File: src/rtl/adam_axil_skid_pkg.sv
// adam_axil_skid_pkg: shared AXI-Lite widths and per-channel payload structs
package adam_axil_skid_pkg;
    localparam int AXIL_ADDR_WIDTH = 32;
    localparam int AXIL_DATA_WIDTH = 32;
    localparam int AXIL_STRB_WIDTH = AXIL_DATA_WIDTH / 8;
    typedef logic [AXIL_ADDR_WIDTH-1:0] addr_t;
    typedef logic [2:0]                 prot_t;
    typedef logic [AXIL_DATA_WIDTH-1:0] data_t;
    typedef logic [AXIL_STRB_WIDTH-1:0] strb_t;
    typedef logic [1:0]                 resp_t;
    typedef struct packed {
        addr_t addr;
        prot_t prot;
    } ax_chan_t;
    typedef ax_chan_t aw_chan_t;
    typedef ax_chan_t ar_chan_t;
    typedef struct packed {
        data_t data;
        strb_t strb;
    } w_chan_t;
    typedef struct packed {
        resp_t resp;
    } b_chan_t;
    typedef struct packed {
        data_t data;
        resp_t resp;
    } r_chan_t;
endpackage

File: src/rtl/AXI_LITE.sv
// AXI_LITE: AXI-Lite bus bundle with master and slave views
interface AXI_LITE #(
    parameter int ADDR_WIDTH = 32,
    parameter int DATA_WIDTH = 32
);
    localparam int STRB_WIDTH = DATA_WIDTH / 8;
    logic [ADDR_WIDTH-1:0] aw_addr;
    logic [2:0]            aw_prot;
    logic                  aw_valid;
    logic                  aw_ready;
    logic [DATA_WIDTH-1:0] w_data;
    logic [STRB_WIDTH-1:0] w_strb;
    logic                  w_valid;
    logic                  w_ready;
    logic [1:0]            b_resp;
    logic                  b_valid;
    logic                  b_ready;
    logic [ADDR_WIDTH-1:0] ar_addr;
    logic [2:0]            ar_prot;
    logic                  ar_valid;
    logic                  ar_ready;
    logic [DATA_WIDTH-1:0] r_data;
    logic [1:0]            r_resp;
    logic                  r_valid;
    logic                  r_ready;
    modport master (
        output aw_addr, aw_prot, aw_valid, input aw_ready,
        output w_data, w_strb, w_valid, input w_ready,
        input b_resp, b_valid, output b_ready,
        output ar_addr, ar_prot, ar_valid, input ar_ready,
        input r_data, r_resp, r_valid, output r_ready
    );
    modport slave (
        input aw_addr, aw_prot, aw_valid, output aw_ready,
        input w_data, w_strb, w_valid, output w_ready,
        output b_resp, b_valid, input b_ready,
        input ar_addr, ar_prot, ar_valid, output ar_ready,
        output r_data, r_resp, r_valid, input r_ready
    );
endinterface

File: src/rtl/adam_skid.sv
// adam_skid: generic 2-entry skid buffer with registered valid/ready, or a wire-through
module adam_skid #(
    parameter type T      = logic,
    parameter bit  BYPASS = 1'b0
) (
    input  logic clk,
    input  logic rst_n,
    input  logic in_valid,
    output logic in_ready,
    input  T     in_data,
    output logic out_valid,
    input  logic out_ready,
    output T     out_data
);
    if (BYPASS) begin : g_bypass
        assign out_valid = in_valid;
        assign out_data  = in_data;
        assign in_ready  = out_ready;
    end else begin : g_buf
        logic out_valid_q, out_valid_d, skid_valid_q, skid_valid_d, in_ready_q, in_fire;
        T     out_data_q, out_data_d, skid_data_q, skid_data_d;
        assign in_fire   = in_valid && in_ready_q;
        assign out_valid = out_valid_q;
        assign out_data  = out_data_q;
        assign in_ready  = in_ready_q;
        // refill the output slot from skid first (keeps order), else park a stalled arrival in skid
        always_comb begin
            out_valid_d  = out_valid_q;
            skid_valid_d = skid_valid_q;
            out_data_d   = out_data_q;
            skid_data_d  = skid_data_q;
            if (!out_valid_q || out_ready) begin
                if (skid_valid_q) begin
                    out_data_d   = skid_data_q;
                    skid_valid_d = 1'b0;
                end else begin
                    out_valid_d = in_fire;
                    out_data_d  = in_fire ? in_data : out_data_q;
                end
            end else if (in_fire) begin
                skid_valid_d = 1'b1;
                skid_data_d  = in_data;
            end
        end
        // state registers; ready is registered from next skid occupancy so it never depends on out_ready
        always_ff @(posedge clk or negedge rst_n) begin
            if (!rst_n) begin
                out_valid_q  <= 1'b0;
                skid_valid_q <= 1'b0;
                in_ready_q   <= 1'b0;
                out_data_q   <= '0;
                skid_data_q  <= '0;
            end else begin
                out_valid_q  <= out_valid_d;
                skid_valid_q <= skid_valid_d;
                in_ready_q   <= !skid_valid_d;
                out_data_q   <= out_data_d;
                skid_data_q  <= skid_data_d;
            end
        end
    end
endmodule

File: src/rtl/adam_axil_skid.sv
// adam_axil_skid: AXI-Lite register slice, one independent skid buffer per channel
module adam_axil_skid
    import adam_axil_skid_pkg::*;
#(
    parameter int ADDR_WIDTH = AXIL_ADDR_WIDTH,
    parameter int DATA_WIDTH = AXIL_DATA_WIDTH,
    parameter bit BYPASS_AW  = 1'b0,
    parameter bit BYPASS_W   = 1'b0,
    parameter bit BYPASS_B   = 1'b0,
    parameter bit BYPASS_AR  = 1'b0,
    parameter bit BYPASS_R   = 1'b0
) (
    input logic     clk,
    input logic     rst_n,
    AXI_LITE.slave  slv,
    AXI_LITE.master mst
);
    localparam int STRB_WIDTH = DATA_WIDTH / 8;
    aw_chan_t aw_in, aw_out;
    w_chan_t  w_in, w_out;
    b_chan_t  b_in, b_out;
    ar_chan_t ar_in, ar_out;
    r_chan_t  r_in, r_out;
    assign aw_in = '{addr: addr_t'(slv.aw_addr), prot: slv.aw_prot};
    assign w_in  = '{data: data_t'(slv.w_data), strb: strb_t'(slv.w_strb)};
    assign b_in  = '{resp: mst.b_resp};
    assign ar_in = '{addr: addr_t'(slv.ar_addr), prot: slv.ar_prot};
    assign r_in  = '{data: data_t'(mst.r_data), resp: mst.r_resp};
    assign mst.aw_addr = ADDR_WIDTH'(aw_out.addr);
    assign mst.aw_prot = aw_out.prot;
    assign mst.w_data  = DATA_WIDTH'(w_out.data);
    assign mst.w_strb  = STRB_WIDTH'(w_out.strb);
    assign slv.b_resp  = b_out.resp;
    assign mst.ar_addr = ADDR_WIDTH'(ar_out.addr);
    assign mst.ar_prot = ar_out.prot;
    assign slv.r_data  = DATA_WIDTH'(r_out.data);
    assign slv.r_resp  = r_out.resp;
    adam_skid #(.T(aw_chan_t), .BYPASS(BYPASS_AW)) u_aw (
        .clk(clk), .rst_n(rst_n),
        .in_valid(slv.aw_valid), .in_ready(slv.aw_ready), .in_data(aw_in),
        .out_valid(mst.aw_valid), .out_ready(mst.aw_ready), .out_data(aw_out)
    );
    adam_skid #(.T(w_chan_t), .BYPASS(BYPASS_W)) u_w (
        .clk(clk), .rst_n(rst_n),
        .in_valid(slv.w_valid), .in_ready(slv.w_ready), .in_data(w_in),
        .out_valid(mst.w_valid), .out_ready(mst.w_ready), .out_data(w_out)
    );
    adam_skid #(.T(b_chan_t), .BYPASS(BYPASS_B)) u_b (
        .clk(clk), .rst_n(rst_n),
        .in_valid(mst.b_valid), .in_ready(mst.b_ready), .in_data(b_in),
        .out_valid(slv.b_valid), .out_ready(slv.b_ready), .out_data(b_out)
    );
    adam_skid #(.T(ar_chan_t), .BYPASS(BYPASS_AR)) u_ar (
        .clk(clk), .rst_n(rst_n),
        .in_valid(slv.ar_valid), .in_ready(slv.ar_ready), .in_data(ar_in),
        .out_valid(mst.ar_valid), .out_ready(mst.ar_ready), .out_data(ar_out)
    );
    adam_skid #(.T(r_chan_t), .BYPASS(BYPASS_R)) u_r (
        .clk(clk), .rst_n(rst_n),
        .in_valid(mst.r_valid), .in_ready(mst.r_ready), .in_data(r_in),
        .out_valid(slv.r_valid), .out_ready(slv.r_ready), .out_data(r_out)
    );
endmodule

File: src/flat_wrapper.sv
// flat-port wrapper written by rule: the top's interface ports become plain ports
module adam_axil_skid_flat import adam_axil_skid_pkg::*;
#(
    parameter int ADDR_WIDTH = AXIL_ADDR_WIDTH,
    parameter int DATA_WIDTH = AXIL_DATA_WIDTH,
    parameter bit BYPASS_AW  = 1'b0,
    parameter bit BYPASS_W   = 1'b0,
    parameter bit BYPASS_B   = 1'b0,
    parameter bit BYPASS_AR  = 1'b0,
    parameter bit BYPASS_R   = 1'b0
)
  (clk, rst_n, slv_aw_addr, slv_aw_prot, slv_aw_valid, slv_aw_ready, slv_w_data, slv_w_strb, slv_w_valid, slv_w_ready, slv_b_resp, slv_b_valid, slv_b_ready, slv_ar_addr, slv_ar_prot, slv_ar_valid, slv_ar_ready, slv_r_data, slv_r_resp, slv_r_valid, slv_r_ready, mst_aw_addr, mst_aw_prot, mst_aw_valid, mst_aw_ready, mst_w_data, mst_w_strb, mst_w_valid, mst_w_ready, mst_b_resp, mst_b_valid, mst_b_ready, mst_ar_addr, mst_ar_prot, mst_ar_valid, mst_ar_ready, mst_r_data, mst_r_resp, mst_r_valid, mst_r_ready);
  AXI_LITE #(.ADDR_WIDTH(ADDR_WIDTH), .DATA_WIDTH(DATA_WIDTH)) slv_i ();
  AXI_LITE #(.ADDR_WIDTH(ADDR_WIDTH), .DATA_WIDTH(DATA_WIDTH)) mst_i ();
  input logic clk;
  input logic rst_n;
  input wire logic [$bits(slv_i.aw_addr)-1:0] slv_aw_addr;
  input wire logic [$bits(slv_i.aw_prot)-1:0] slv_aw_prot;
  input wire logic [$bits(slv_i.aw_valid)-1:0] slv_aw_valid;
  output wire logic [$bits(slv_i.aw_ready)-1:0] slv_aw_ready;
  input wire logic [$bits(slv_i.w_data)-1:0] slv_w_data;
  input wire logic [$bits(slv_i.w_strb)-1:0] slv_w_strb;
  input wire logic [$bits(slv_i.w_valid)-1:0] slv_w_valid;
  output wire logic [$bits(slv_i.w_ready)-1:0] slv_w_ready;
  output wire logic [$bits(slv_i.b_resp)-1:0] slv_b_resp;
  output wire logic [$bits(slv_i.b_valid)-1:0] slv_b_valid;
  input wire logic [$bits(slv_i.b_ready)-1:0] slv_b_ready;
  input wire logic [$bits(slv_i.ar_addr)-1:0] slv_ar_addr;
  input wire logic [$bits(slv_i.ar_prot)-1:0] slv_ar_prot;
  input wire logic [$bits(slv_i.ar_valid)-1:0] slv_ar_valid;
  output wire logic [$bits(slv_i.ar_ready)-1:0] slv_ar_ready;
  output wire logic [$bits(slv_i.r_data)-1:0] slv_r_data;
  output wire logic [$bits(slv_i.r_resp)-1:0] slv_r_resp;
  output wire logic [$bits(slv_i.r_valid)-1:0] slv_r_valid;
  input wire logic [$bits(slv_i.r_ready)-1:0] slv_r_ready;
  output wire logic [$bits(mst_i.aw_addr)-1:0] mst_aw_addr;
  output wire logic [$bits(mst_i.aw_prot)-1:0] mst_aw_prot;
  output wire logic [$bits(mst_i.aw_valid)-1:0] mst_aw_valid;
  input wire logic [$bits(mst_i.aw_ready)-1:0] mst_aw_ready;
  output wire logic [$bits(mst_i.w_data)-1:0] mst_w_data;
  output wire logic [$bits(mst_i.w_strb)-1:0] mst_w_strb;
  output wire logic [$bits(mst_i.w_valid)-1:0] mst_w_valid;
  input wire logic [$bits(mst_i.w_ready)-1:0] mst_w_ready;
  input wire logic [$bits(mst_i.b_resp)-1:0] mst_b_resp;
  input wire logic [$bits(mst_i.b_valid)-1:0] mst_b_valid;
  output wire logic [$bits(mst_i.b_ready)-1:0] mst_b_ready;
  output wire logic [$bits(mst_i.ar_addr)-1:0] mst_ar_addr;
  output wire logic [$bits(mst_i.ar_prot)-1:0] mst_ar_prot;
  output wire logic [$bits(mst_i.ar_valid)-1:0] mst_ar_valid;
  input wire logic [$bits(mst_i.ar_ready)-1:0] mst_ar_ready;
  input wire logic [$bits(mst_i.r_data)-1:0] mst_r_data;
  input wire logic [$bits(mst_i.r_resp)-1:0] mst_r_resp;
  input wire logic [$bits(mst_i.r_valid)-1:0] mst_r_valid;
  output wire logic [$bits(mst_i.r_ready)-1:0] mst_r_ready;
  assign slv_i.aw_addr = slv_aw_addr;
  assign slv_i.aw_prot = slv_aw_prot;
  assign slv_i.aw_valid = slv_aw_valid;
  assign slv_aw_ready = slv_i.aw_ready;
  assign slv_i.w_data = slv_w_data;
  assign slv_i.w_strb = slv_w_strb;
  assign slv_i.w_valid = slv_w_valid;
  assign slv_w_ready = slv_i.w_ready;
  assign slv_b_resp = slv_i.b_resp;
  assign slv_b_valid = slv_i.b_valid;
  assign slv_i.b_ready = slv_b_ready;
  assign slv_i.ar_addr = slv_ar_addr;
  assign slv_i.ar_prot = slv_ar_prot;
  assign slv_i.ar_valid = slv_ar_valid;
  assign slv_ar_ready = slv_i.ar_ready;
  assign slv_r_data = slv_i.r_data;
  assign slv_r_resp = slv_i.r_resp;
  assign slv_r_valid = slv_i.r_valid;
  assign slv_i.r_ready = slv_r_ready;
  assign mst_aw_addr = mst_i.aw_addr;
  assign mst_aw_prot = mst_i.aw_prot;
  assign mst_aw_valid = mst_i.aw_valid;
  assign mst_i.aw_ready = mst_aw_ready;
  assign mst_w_data = mst_i.w_data;
  assign mst_w_strb = mst_i.w_strb;
  assign mst_w_valid = mst_i.w_valid;
  assign mst_i.w_ready = mst_w_ready;
  assign mst_i.b_resp = mst_b_resp;
  assign mst_i.b_valid = mst_b_valid;
  assign mst_b_ready = mst_i.b_ready;
  assign mst_ar_addr = mst_i.ar_addr;
  assign mst_ar_prot = mst_i.ar_prot;
  assign mst_ar_valid = mst_i.ar_valid;
  assign mst_i.ar_ready = mst_ar_ready;
  assign mst_i.r_data = mst_r_data;
  assign mst_i.r_resp = mst_r_resp;
  assign mst_i.r_valid = mst_r_valid;
  assign mst_r_ready = mst_i.r_ready;
  adam_axil_skid #(.ADDR_WIDTH(ADDR_WIDTH), .DATA_WIDTH(DATA_WIDTH), .BYPASS_AW(BYPASS_AW), .BYPASS_W(BYPASS_W), .BYPASS_B(BYPASS_B), .BYPASS_AR(BYPASS_AR), .BYPASS_R(BYPASS_R)) u_core (.clk(clk), .rst_n(rst_n), .slv(slv_i), .mst(mst_i));
endmodule
File: config.mk
export PLATFORM = sky130hd
export DESIGN_NAME = adam_axil_skid_flat
export DESIGN_NICKNAME = d
export VERILOG_FILES = /design/src/rtl/adam_axil_skid_pkg.sv /design/src/rtl/AXI_LITE.sv /design/src/rtl/adam_skid.sv /design/src/rtl/adam_axil_skid.sv /design/src/flat_wrapper.sv
export SDC_FILE = /design/constraint.sdc
export NUM_CORES = 1
export LEC_CHECK = 0
export CAP_MARGIN = 5
export CORE_MARGIN = 2
export CORE_UTILIZATION = 41
export CTS_CLUSTER_DIAMETER = 80
export CTS_CLUSTER_SIZE = 30
export DETAILED_ROUTE_END_ITERATION = 7
export PLACE_DENSITY_LB_ADDON = 0.3
export SLEW_MARGIN = 20
export SYNTH_ARGS = -nofsm -noshare
export SYNTH_HDL_FRONTEND = slang
export SYNTH_SLANG_ARGS = --single-unit
File: constraint.sdc
create_clock -name clk -period 4.04 [get_ports clk]
set_clock_uncertainty 0.15 [all_clocks]
set_input_delay 0.606 -clock clk [delete_from_list [all_inputs] [get_ports clk]]
set_output_delay 0.606 -clock clk [all_outputs]
set_load 0.02 [all_outputs]
After elaboration in Yosys (flattened, before gate mapping)
Index checks and enable logic that the tools add are counted.

Register bits after elaboration: 299. Input bits: 154. Output and inout port bits: 152. Word-level logic and storage cells: 103.

Mux-type cells: 20. Bitwise operators: 10. Reductions and logical operators: 40.

Operator list (number): 2-to-1 mux 35 bit (4); 2-to-1 mux 36 bit (2); 2-to-1 mux 34 bit (2); AND reduction 2 bit (15); logical NOT 1 bit (10); 2-to-1 mux 1 bit (10); NOT 1 bit (10); nonzero test 2 bit (5); logical AND 1 bit (5); logical OR 1 bit (5); 2-to-1 mux 2 bit (2).

Longest topological paths before layout
Depth in word-level cells: 4. Depth in mapped cells: 5. Depth with buffers taken out: 3.

Cells and area by module
A second synthesis with hierarchy kept.

Cells, all modules: 815. Area, all modules: 13252.7 sq um.

By module, submodules not included: adam_skid (u_core.u_ar ...) (times used 2, cells each 198, area each 3200.6 sq um, seq. area each 1826.8 sq um); adam_skid (u_core.u_w) (times used 1, cells each 203, area each 3293.2 sq um, seq. area each 1876.8 sq um); adam_skid (u_core.u_r) (times used 1, cells each 193, area each 3245.6 sq um, seq. area each 1776.7 sq um); adam_skid (u_core.u_b) (times used 1, cells each 23, area each 312.8 sq um, seq. area each 175.2 sq um).

Least setup slack after synthesis
OpenSTA, ideal clock, no wires.

Path kind: input-to-reg. From: input slv_w_valid. To: register u_core.u_w.g_buf.out_data_q (netlist bit u_core.u_w.out_data[25]). Library setup time: 0.125 ns. Data arrival time: 1.430 ns. Data required time: 3.765 ns. Setup slack: 2.336 ns. Stages on the path: 4. Path buffers: 1. Cell sequence: a21oi_2 nor2_4 buf_8 mux2_2.

Cells in the longest elaborated chain, start to end: 3.

Ends and longest elaborated chain: start, declared (line flat_wrapper.sv:23) `input wire logic [$bits(slv_i.w_valid)-1:0] slv_w_valid;`; logical AND 1 bit (line adam_skid.sv:22) `assign in_fire = in_valid && in_ready_q;`; nonzero test 2 bit (no source line); AND reduction 2 bit (no source line); end signal, assigned (line adam_skid.sv:57) `out_data_q <= out_data_d;`; end, declared (line adam_skid.sv:21) `T out_data_q, out_data_d, skid_data_q, skid_data_d;`.

Every way passes these cells. A chain may end at the register's enable or synchronous reset.

Final worst setup path
From: register u_core.u_ar.g_buf.in_ready_q, in the netlist u_core.u_ar.in_ready. To: output slv_ar_ready.

RTL lines: start, declared (line adam_skid.sv:20) `logic out_valid_q, out_valid_d, skid_valid_q, skid_valid_d, in_ready_q, in_fire;`; start signal, assigned (line adam_skid.sv:56) `in_ready_q <= !skid_valid_d;`; end, declared (line flat_wrapper.sv:31) `output wire logic [$bits(slv_i.ar_ready)-1:0] slv_ar_ready;`.

No word-level cell between the ends.

==> results.sh <==
export IMPL_p_int_mw=6.84
export IMPL_setup_violations=0
export IMPL_grt_busiest_layer="met2"
export IMPL_ir_drop_uv=346
export IMPL_ys_flop_type="dfrtp_1"
export IMPL_ioPinCount=306
export IMPL_status="complete, no violations"
export IMPL_grt_max_degree=101
export IMPL_start_util_pct=41.6
export IMPL_cts_max_level=1
export IMPL_cts_sinks=299
export IMPL_crit_buf_inv=1
export IMPL_placed_area_um2=16400
export IMPL_avgSynthCellArea_um2=16.1
export IMPL_place_congestion=0.741
export IMPL_gr_usage_met2_pct=26.1
export IMPL_maxCapViolCount=0
export IMPL_power_mw=9.87
export IMPL_yosys_top_cells_count="mux2_2 (375), dfrtp_1 (299), mux2_1 (38)"
export IMPL_syn_inst=815
export IMPL_grt_pass1_wl_um=43900
export IMPL_nets=1268
export IMPL_port_buffers=305
export IMPL_cp_slowest_cell="clkdlybuf4s50_1"
export IMPL_yosysUniqueCellTypes=20
export IMPL_synthSimpleGateAreaFrac_pct=1.79
export IMPL_netSwitchingPower_mw=3.04
export IMPL_netlist_area_leader_share_pct=56.9
export IMPL_crit_path_end_kind="output port"
export IMPL_worst_pin_slew_ns=0.795
export IMPL_hold_path_class="flip-flop to flip-flop"
export IMPL_rsz0062_at_grt="no"
export IMPL_path_cells="clkdlybuf4s50_1"
export IMPL_grtUsageMet3_pct=4.15
export IMPL_yosysWarnings=0
export IMPL_root_buffer="clkbuf_16"
export IMPL_core_um2=31600
export IMPL_swShare_pct=30.8
export IMPL_cp_start_kind="flip-flop"
export IMPL_power_leakage_nw=6.99
export IMPL_drc=0
export IMPL_synth_largest_area_cell="dfrtp_1"
export IMPL_slowest_delay_ns=0.64
export IMPL_dr_pass1_iters=4
export IMPL_final_max_slew_viol_count=0
export IMPL_crit_family="buffers and inverters"
export IMPL_synth_most_common_cell="mux2_2"
export IMPL_grt_pass1_vias=7965
export IMPL_grtUsageMet1_pct=22.2
export IMPL_postLayoutCellArea_um2=17000
export IMPL_powerDensity_nw_per_um2=582
export IMPL_combPwrFrac_pct=34.9
export IMPL_antenna_left=0
export IMPL_p_seq_share_pct=45.1
export IMPL_area_growth_pct=29.2
export IMPL_vias=7591
export IMPL_drt_initial_drc_count=254
export IMPL_crit_required_ns=3.28
export IMPL_syn_nets=969
export IMPL_synth_edf_count=0
export IMPL_clk_pin_slew_ns=0.11
export IMPL_clock_latency_ns=0.50
export IMPL_vias_per_cell=4.97
export IMPL_synth_seq_cells=299
export IMPL_drive_gt1_share_pct=39.8
export IMPL_cp_arrival_ns=1.63
export IMPL_crit_path_max_fanout=4
export IMPL_ys_seq_area_share_pct=56.9
export IMPL_wl_um=27400
export IMPL_die_area_um2=33500
export IMPL_postSynth_asyncResetShare_pct=100
export IMPL_final_hold_viol_count=0
export IMPL_relSlewSlack_pct=47.0
export IMPL_pwr_share_clk_pct=19.9
export IMPL_die_w_um=183
export IMPL_clock_path_buffers=3
export IMPL_place_hpwl_um=18800
export IMPL_fillers=2690
export IMPL_synth_xor_xnor_area_share_pct=0
export IMPL_antenna_found_initial=0
export IMPL_wl_per_cell_um=18.0
export IMPL_grtUsageTotal_pct=16.3
export IMPL_period_share_pct=59.0
export IMPL_core_rowCount=65
export IMPL_cts_tree="built"
export IMPL_synth_adder_area_share_pct=0
export IMPL_synth_compound_area_share_pct=0.685
export IMPL_synth_mux_area_fraction_pct=36.9
export IMPL_fin_crit_ns=2.39
export IMPL_cts_buffers=16
export IMPL_synth_top_family_by_area="multiplexers"
export IMPL_grt_ovfl_total=0
export IMPL_yosys_top_cells_area="dfrtp_1 (57%), mux2_2 (32%), mux2_1 (3.3%), buf_6 (3.0%), mux2_4 (1.5%)"
export IMPL_fmax_mhz=419
export IMPL_crit_type="flip-flop to output port"
export IMPL_netlist_area_um2=13100
export IMPL_fp_dieH_um=183
export IMPL_setup_tns_ns=0
## per-layer routing
layer / share of wire [%] / wire length [um]
met5: 0 / 0
met2: 47 / 12900
met3: 6.2 / 1710
met4: 2.3 / 628
met1: 45 / 12200
## metrics by stage
stage / worst slack [ns] / std cells / util, % / hold slack [ns]
after CTS: 1.63 / 1525 / 53.8 / 0.349
final: 1.65 / 1526 / 53.8 / 0.345
after global routing: 1.58 / 1525 / 53.8 / 0.359
after floorplan: 2.34 / 815 / - / 0.160
after global placement: 1.37 / 1497 / 52.0 / 0.317
after detailed placement: 1.32 / 1497 / 52.0 / 0.324
## area by class of cell
class	count	area [um^2]	share of cell area (%)
sequential	299	7480	44.1
multi-input combinational	466	5170	30.5
timing repair buffer	321	3220	19.0
tap	402	503	2.96
clock buffer	18	439	2.59
clock inverter	9	125	0.737
inverter	10	37.5	0.221
antenna	1	2.50	0.0147
## sequential cells by signal, summed over array words and instances, names as in the netlist, 34 cells and up
| name | flops |
|---|---|
| u_core.u_r.out_data | 34 |
| u_core.u_w.out_data | 36 |
| u_core.u_aw.g_buf.skid_data_q | 35 |
| u_core.u_w.g_buf.skid_data_q | 36 |
| u_core.u_ar.g_buf.skid_data_q | 35 |
| u_core.u_aw.out_data | 35 |
| u_core.u_ar.out_data | 35 |
| u_core.u_r.g_buf.skid_data_q | 34 |
## final timing paths
kind	startpoint	endpoint	slack, ns	depth (start not counted)
max	u_core.u_ar.in_ready	slv_ar_ready	1.65	1
max reg2reg	u_core.u_ar.g_buf.skid_valid_q	u_core.u_ar.out_data[4]	1.97	3
min	u_core.u_r.out_data[4]	u_core.u_r.out_data[4]	0.34	1
min reg2reg	u_core.u_r.out_data[4]	u_core.u_r.out_data[4]	0.34	1
max in group asynchronous	rst_n	u_core.u_w.g_buf.skid_data_q[6]	2.26	3
min in group asynchronous	rst_n	u_core.u_r.out_valid	0.53	2
## worst register-to-register path: cells and delay by family, from the launching register on
kind / cells / cell delay [ns]
buffers and inverters: 1 / 0.46
flip-flops: 1 / 0.69
multiplexers: 2 / 0.67
## power groups by stage
| stage | Sequential, mW | Combinational [mW] | Clock [mW] |
|---|---|---|---|
| after CTS | 4.46 | 3.51 | 2.04 |
| after detailed placement | 4.52 | 3.50 | 0 |
| after global placement | 4.47 | 3.44 | 0 |
| after global routing | 4.59 | 3.68 | 2.15 |
| after floorplan | 5.03 | 1.42 | 0 |
| final | 4.46 | 3.45 | 1.97 |
## cells in the final DEF (no fill, tap or decap), drive strengths merged
cell | netlist | routed
a21oi | 5 | 5
buf | 40 | 16
bufinv | 0 | 1
clkbuf | 0 | 18
clkdlybuf4s50 | 0 | 304
clkinv | 0 | 3
dfrtp | 299 | 299
diode | 0 | 1
dlygate4sd3 | 0 | 1
inv | 10 | 15
mux2 | 426 | 426
nand2 | 5 | 5
nand2b | 5 | 5
nand3 | 5 | 5
nor2 | 5 | 5
nor2b | 5 | 5
o21ai | 10 | 10
## cells by family after synthesis
group / count (synthesis)
compound gates: 15
buf+inv: 50
flops: 299
simple gates: 25
mux: 426
## what timing repair did
action                    in CTS  in global routing
hold buffers                   1                  0
hold endpoints to repair       6                  0
setup buffers                  0                  0
gates resized for setup        0                  0
(Power assumes the default switching activity.)
